## config.mk

```make
export PLATFORM = sky130hd
export DESIGN_NAME = rename_regfile
export DESIGN_NICKNAME = d
export VERILOG_FILES = /design/src/rtl/rename_regfile.sv
export SDC_FILE = /design/constraint.sdc
export NUM_CORES = 2
export LEC_CHECK = 0
export ABC_AREA = 0
export CORE_ASPECT_RATIO = 1.25
export CORE_MARGIN = 2
export CORE_UTILIZATION = 45
export DETAILED_ROUTE_END_ITERATION = 7
export REMOVE_ABC_BUFFERS = 1
export SLEW_MARGIN = 10
export SYNTH_ARGS = -nofsm -noshare
export SYNTH_HDL_FRONTEND = slang
export SYNTH_SLANG_ARGS = --single-unit
```

## constraint.sdc

```tcl
create_clock -name clk -period 3.4 [get_ports clk]
set_input_delay 0.34 -clock clk [delete_from_list [all_inputs] [get_ports clk]]
set_output_delay 0.34 -clock clk [all_outputs]
set_load 0.02 [all_outputs]
```

## src/rtl/rename_regfile.sv

```systemverilog
// Architectural register file with per-register busy bit and rename tag.
// Registered source lookup, destination allocation, CDB commit write-back and flush.
module rename_regfile #(
  parameter int unsigned XLEN   = 32,
  parameter int unsigned NREG   = 32,
  parameter int unsigned TAG_W  = 4,
  parameter int unsigned NSRC   = 2,
  localparam int unsigned RIDX_W = $clog2(NREG)
) (
  input  logic                   clk,
  input  logic                   rst,
  input  logic                   rdy,
  input  logic                   commit_valid,
  input  logic [RIDX_W-1:0]      commit_dest,
  input  logic [XLEN-1:0]        commit_value,
  input  logic [TAG_W-1:0]       commit_tag,
  input  logic                   flush,
  input  logic                   rename_need,
  input  logic [TAG_W-1:0]       rename_need_id,
  input  logic [NSRC-1:0]        src_flag,
  input  logic [NSRC*RIDX_W-1:0] src_reg,
  input  logic [RIDX_W-1:0]      new_rd,
  input  logic [TAG_W-1:0]       new_rd_tag,
  output logic                   rename_finish,
  output logic [TAG_W-1:0]       rename_finish_id,
  output logic [NSRC-1:0]        src_busy,
  output logic [NSRC*TAG_W-1:0]  src_tag,
  output logic [NSRC*XLEN-1:0]   src_data
);

  logic [XLEN-1:0]       r_value [NREG];
  logic [TAG_W-1:0]      r_tag   [NREG];
  logic [NREG-1:0]       r_busy;

  logic                  r_finish;
  logic [TAG_W-1:0]      r_finish_id;
  logic [NSRC-1:0]       r_src_busy;
  logic [NSRC*TAG_W-1:0] r_src_tag;
  logic [NSRC*XLEN-1:0]  r_src_data;

  logic                  w_accept;
  logic                  w_alloc;
  logic                  w_commit_wr;
  logic                  w_commit_clr;
  logic [NSRC-1:0]       w_src_busy;
  logic [NSRC*TAG_W-1:0] w_src_tag;
  logic [NSRC*XLEN-1:0]  w_src_data;

  assign w_accept    = rename_need & rdy & ~flush;
  assign w_alloc     = w_accept & (new_rd != '0);
  assign w_commit_wr = rdy & commit_valid & (commit_dest != '0);
  // Allocation to the committing register in the same cycle keeps it busy.
  assign w_commit_clr = w_commit_wr & (commit_tag == r_tag[commit_dest])
                      & ~(w_alloc & (new_rd == commit_dest));

  // Source resolution against the pre-allocation mapping, with commit bypass.
  always_comb begin
    logic [RIDX_W-1:0] w_idx;
    w_idx      = '0;
    w_src_busy = '0;
    w_src_tag  = '0;
    w_src_data = '0;
    for (int unsigned i = 0; i < NSRC; i++) begin
      w_idx = src_reg[i*RIDX_W +: RIDX_W];
      if (src_flag[i] && (w_idx != '0)) begin
        if (commit_valid && (commit_dest == w_idx) && r_busy[w_idx]
            && (commit_tag == r_tag[w_idx])) begin
          w_src_data[i*XLEN +: XLEN] = commit_value;
        end else if (r_busy[w_idx]) begin
          w_src_busy[i]               = 1'b1;
          w_src_tag[i*TAG_W +: TAG_W] = r_tag[w_idx];
        end else begin
          w_src_data[i*XLEN +: XLEN] = r_value[w_idx];
        end
      end
    end
  end

  always_ff @(posedge clk or negedge rst) begin
    if (!rst) begin
      for (int unsigned i = 0; i < NREG; i++) begin
        r_value[i] <= '0;
        r_tag[i]   <= '0;
      end
      r_busy <= '0;
    end else if (rdy) begin
      if (w_commit_wr) begin
        r_value[commit_dest] <= commit_value;
      end
      if (flush) begin
        r_busy <= '0;
      end else begin
        if (w_commit_clr) begin
          r_busy[commit_dest] <= 1'b0;
        end
        if (w_alloc) begin
          r_busy[new_rd] <= 1'b1;
          r_tag[new_rd]  <= new_rd_tag;
        end
      end
    end
  end

  always_ff @(posedge clk or negedge rst) begin
    if (!rst) begin
      r_finish    <= 1'b0;
      r_finish_id <= '0;
      r_src_busy  <= '0;
      r_src_tag   <= '0;
      r_src_data  <= '0;
    end else if (rdy) begin
      r_finish <= w_accept;
      if (w_accept) begin
        r_finish_id <= rename_need_id;
        r_src_busy  <= w_src_busy;
        r_src_tag   <= w_src_tag;
        r_src_data  <= w_src_data;
      end
    end
  end

  assign rename_finish    = r_finish;
  assign rename_finish_id = r_finish_id;
  assign src_busy         = r_src_busy;
  assign src_tag          = r_src_tag;
  assign src_data         = r_src_data;

endmodule

```

==> report_table.html <==
<table>
<tr><th>Metric</th><th>Value</th></tr>
<tr><th colspan="2">Floorplanning</th></tr>
<tr><td>Number of placed I/O pins</td><td>151</td></tr>
<tr><td>Cell row count</td><td>~160</td></tr>
<tr><td>Effective utilization at floorplan</td><td>0.4527</td></tr>
<tr><td>Die Area</td><td>154000 um^2</td></tr>
<tr><td>Height of the die</td><td>about 440 um</td></tr>
<tr><td>Die boundary width</td><td>~350 um</td></tr>
<tr><td>Placeable core region</td><td>~150000 um^2</td></tr>
<tr><th colspan="2">Synthesis</th></tr>
<tr><td>Most numerous cell in the Yosys netlist</td><td>dfrtp_1</td></tr>
<tr><td>Share of Yosys cell area claimed by the top area cell type</td><td>0.4654</td></tr>
<tr><td>Dominant combinational cell family by area after synthesis</td><td>multiplexers</td></tr>
<tr><td>Simple logic cell fraction of the synthesized area</td><td>0.03057</td></tr>
<tr><td>Number of enable flip-flop cells after synthesis</td><td>0</td></tr>
<tr><td>Leading cell types by total area after synthesis</td><td>dfrtp_1 (47%), mux4_2 (23%), mux2_2 (18%)</td></tr>
<tr><td>Area fraction in compound gates after synthesis</td><td>0.03125</td></tr>
<tr><td>Distinct cell type count of the synthesized netlist</td><td>73</td></tr>
<tr><td>Proportion of synthesized chip area in sequential cells</td><td>0.4654</td></tr>
<tr><td>Gate count after technology mapping</td><td>about 4500</td></tr>
<tr><td>Adder-Cell Fraction of Synth Area</td><td>0</td></tr>
<tr><td>Ys flop type</td><td>dfrtp_1</td></tr>
<tr><td>Combined area of all synthesized cells</td><td>around 68000 um^2</td></tr>
<tr><td>XOR/XNOR Fraction of Synth Area</td><td>0.002451</td></tr>
<tr><td>Synth cell count leaders</td><td>dfrtp_1 (1263), mux2_2 (1078), mux4_2 (702), clkbuf_1 (347), nand2_1 (231)</td></tr>
<tr><td>Number of warnings issued by yosys</td><td>0</td></tr>
<tr><td>Cell type with the highest aggregate area in the netlist</td><td>dfrtp_1</td></tr>
<tr><td>Async set-reset flop share out of synthesis</td><td>1.000</td></tr>
<tr><td>Register bit total from synthesis</td><td>1263</td></tr>
<tr><td>Portion of netlist area occupied by mux cells</td><td>0.4396</td></tr>
<tr><td>Avg Inst Size Synth</td><td>15.17 um^2</td></tr>
<tr><th colspan="2">Place</th></tr>
<tr><td>Final estimated routing congestion in global placement</td><td>between 0.9 and 1</td></tr>
<tr><td>Placed cell count</td><td>around 6500</td></tr>
<tr><td>Placement-stage worst setup slack</td><td>-0.08219 ns</td></tr>
<tr><td>Placed standard-cell area</td><td>73760 um^2</td></tr>
<tr><td>PortBufs</td><td>150</td></tr>
<tr><td>DP HPWL</td><td>approximately 130000 um</td></tr>
<tr><th colspan="2">Timing</th></tr>
<tr><td>Slew at the pin with the worst max-slew slack</td><td>~1.2 ns</td></tr>
<tr><td>Count of final max-slew check failures</td><td>0</td></tr>
<tr><td># setup viols final</td><td>0</td></tr>
<tr><td>Total negative slack</td><td>0 ns</td></tr>
<tr><td>Worst setup margin</td><td>approximately 0.28 ns</td></tr>
<tr><td>Clock skew</td><td>around 0.03 ns</td></tr>
<tr><td>Fin crit period</td><td>roughly 3.1 ns</td></tr>
<tr><td>Headroom to the max-slew limit</td><td>0.1656</td></tr>
<tr><td>Final Hold Fails</td><td>0</td></tr>
<tr><td>RSZ-0062 raised after global routing</td><td>no</td></tr>
<tr><td>Peak clock frequency supported by timing</td><td>about 0.32 GHz</td></tr>
<tr><td>Fin crit share</td><td>0.9173</td></tr>
<tr><th colspan="2">Finish</th></tr>
<tr><td>Ratio of cells with drive above 1 in the final layout</td><td>0.5079</td></tr>
<tr><td>Area Overhead vs Synth</td><td>15.59%</td></tr>
<tr><td>Post-layout net count</td><td>between 4000 and 5000</td></tr>
<tr><td>Number of non-filler instances in the completed layout</td><td>a little under 7000</td></tr>
<tr><td>Cell area after layout</td><td>78490 um^2</td></tr>
<tr><td>Final design utilization</td><td>0.5233</td></tr>
<tr><th colspan="2">Clock tree</th></tr>
<tr><td>H-tree levels</td><td>4</td></tr>
<tr><td>Insertion delay of the later-clocked pin in the worst-skew pair</td><td>between 0.7 and 0.8 ns</td></tr>
<tr><td>CTS Buffer Depth</td><td>3</td></tr>
<tr><td>Clock tree from TritonCTS</td><td>built</td></tr>
<tr><td>CTS resizes</td><td>0</td></tr>
<tr><td>Clock edge transition at the registers on the reported setup and hold paths</td><td>about 0.06 ns</td></tr>
<tr><td>TritonCTS Buffers</td><td>139</td></tr>
<tr><td>Clk sink count</td><td>roughly 1300</td></tr>
<tr><td>Clock tree root driver cell</td><td>clkbuf_16</td></tr>
<tr><th colspan="2">Pwr</th></tr>
<tr><td>Switching power as a share of total power</td><td>0.2614</td></tr>
<tr><td>Worst supply voltage drop on vdd</td><td>approximately 530 uV</td></tr>
<tr><td>Cell internal power dissipation</td><td>between 30 and 40 mW</td></tr>
<tr><td>Sequential group share of total power</td><td>0.445</td></tr>
<tr><td>Clk network pwr share</td><td>0.386</td></tr>
<tr><td>Static Leak</td><td>~34 nW</td></tr>
<tr><td>Net switching power figure</td><td>between 10 and 15 mW</td></tr>
<tr><td>Power Dens Cells</td><td>519.6 nW/um^2</td></tr>
<tr><td>Fraction of power consumed by combinational cells</td><td>0.169</td></tr>
<tr><th colspan="2">Worst setup path</th></tr>
<tr><td>Kind of capture point of the worst setup path</td><td>register</td></tr>
<tr><td>Element type at the critical path start</td><td>register</td></tr>
<tr><td>Data required time at the worst endpoint</td><td>4.12 ns</td></tr>
<tr><td>Arrival time at the worst endpoint</td><td>~3.8 ns</td></tr>
<tr><td>Critical Setup Path Class</td><td>reg -&gt; reg</td></tr>
<tr><td>Maximum net fanout on the critical path</td><td>12</td></tr>
<tr><td>Flop2flop setup slack</td><td>about 0.28 ns</td></tr>
<tr><th colspan="2">GRT</th></tr>
<tr><td>Remaining global-route overflow</td><td>0</td></tr>
<tr><td>First-pass GRT wire length</td><td>approximately 320000 um</td></tr>
<tr><td>Initial antenna violation count</td><td>7</td></tr>
<tr><td>Total routing resource utilization after global routing</td><td>0.2900</td></tr>
<tr><td>Maximum number of pins on one net before global-route repair</td><td>~120</td></tr>
<tr><td>Vias in the first global route</td><td>about 45000</td></tr>
<tr><th colspan="2">Route</th></tr>
<tr><td>WL final</td><td>~220000 um</td></tr>
<tr><td>Routed length per placed instance</td><td>between 30 and 40 um</td></tr>
<tr><td>DRC violation total after the first TritonRoute iteration</td><td>3486</td></tr>
<tr><td>DR pass1 iterations</td><td>5</td></tr>
<tr><td>Number of routed nets with antenna violations</td><td>0</td></tr>
<tr><td>Vias</td><td>~43000</td></tr>
<tr><td>Vias per std cell</td><td>6.433</td></tr>
<tr><td>Drc violations</td><td>0</td></tr>
<tr><th colspan="2">Job</th></tr>
<tr><td>Number of max-capacitance violations reported</td><td>0</td></tr>
<tr><th colspan="2">Hold path</th></tr>
<tr><td>Hold Path Class</td><td>in -&gt; reg</td></tr>
<tr><th colspan="2">Outcome</th></tr>
<tr><td>Run status</td><td>finished, final reports clean</td></tr>
</table>
-- layer usage --
metal	vias to the layer above	share of wire	track usage
li1	17610	-	-
met1	23690	0.40	0.3839
met2	1465	0.49	0.4742
met3	461	0.055	0.04789
met4	6	0.047	0.1237
met5	-	0.00018	0
-- worst max-delay path, stage by stage (launching register included) --
cell and delay (ns):
dfrtp_1 0.46, mux2_2 0.32, a221o_1 0.40, o22a_1 0.24, a2111oi_1 0.39, a22oi_1 0.20
nor4b_4 0.46, buf_12 0.21, buf_12 0.17, a221o_1 0.16
-- final cells by class --
cell class / instances / area [um^2]
clock inverter: 41 / 521.8
timing repair buffer: 462 / 5079
fill: 12460 / 71510
inverter: 27 / 108.9
clock buffer: 208 / 4197
tap: 2012 / 2517
sequential: 1263 / 31610
multi-input combinational: 2703 / 34450
antenna: 5 / 12.51
-- kinds of logic after synthesis --
group | Yosys count
muxes | 1950
DFF | 1263
buffers and inverters | 510
and+or+nand+nor | 447
AOI/OAI and AO/OA | 287
xor gates and xnor gates | 19
-- per-stage QoR --
stage | power (mW) | hold WS [ns]
after floorplan | 22.23 | 0.04441
after global placement | 25.06 | 0.3191
after detailed placement | 25.28 | 0.3238
after CTS | 41.08 | 0.03219
after global routing | 42.38 | 0.04547
final | 40.78 | 0.07488
-- final timing paths --
kind                                    from             endpoint  cells after the start
setup / recovery                  r_tag[125]         src_data[16]                      9
hold / removal             rename_need_id[0]  rename_finish_id[0]                      3
setup reg to reg                  r_tag[125]         src_data[16]                      9
hold reg to reg                 r_value[997]         r_value[997]                      0
max in group asynchronous                rst         r_value[776]                      3
min in group asynchronous                rst           r_tag[112]                      2
-- registers in the layout (all words and copies together), names as in the netlist --
name,cells
r_value,1024
r_tag,128
src_data,64
r_busy,32
src_tag,8
rename_finish_id,4
src_busy,2
rename_finish,1
-- power by group through the flow --
stage / registers, mW / clock network [mW] / logic (mW)
floorplan: 18.0 / 0 / 4.22
global placement: 18.3 / 0 / 6.80
detailed placement: 18.4 / 0 / 6.91
CTS: 18.1 / 16.0 / 6.93
global route: 18.4 / 16.7 / 7.31
finish: 18.2 / 15.8 / 6.87
-- what timing repair did --
action | CTS | global route
setup buffers | 0 | 0
hold buffers | 1 | 0
endpoints found under the hold margin | 142 | 0
-- cells in the final DEF (no fill, tap or decap), types with 31 or more instances in the layout --
cell type,instances
nand2_1,230
o21ai_0,70
a221o_1,34
mux4_2,702
clkbuf_8,32
mux2_2,1078
mux2i_1,156
clkbuf_1,31
buf_4,216
dfrtp_1,1263
a2bb2oi_1,32
clkbuf_16,146
nor2_1,71
clkdlybuf4s50_1,136
buf_12,97
(Power assumes the default switching activity.)
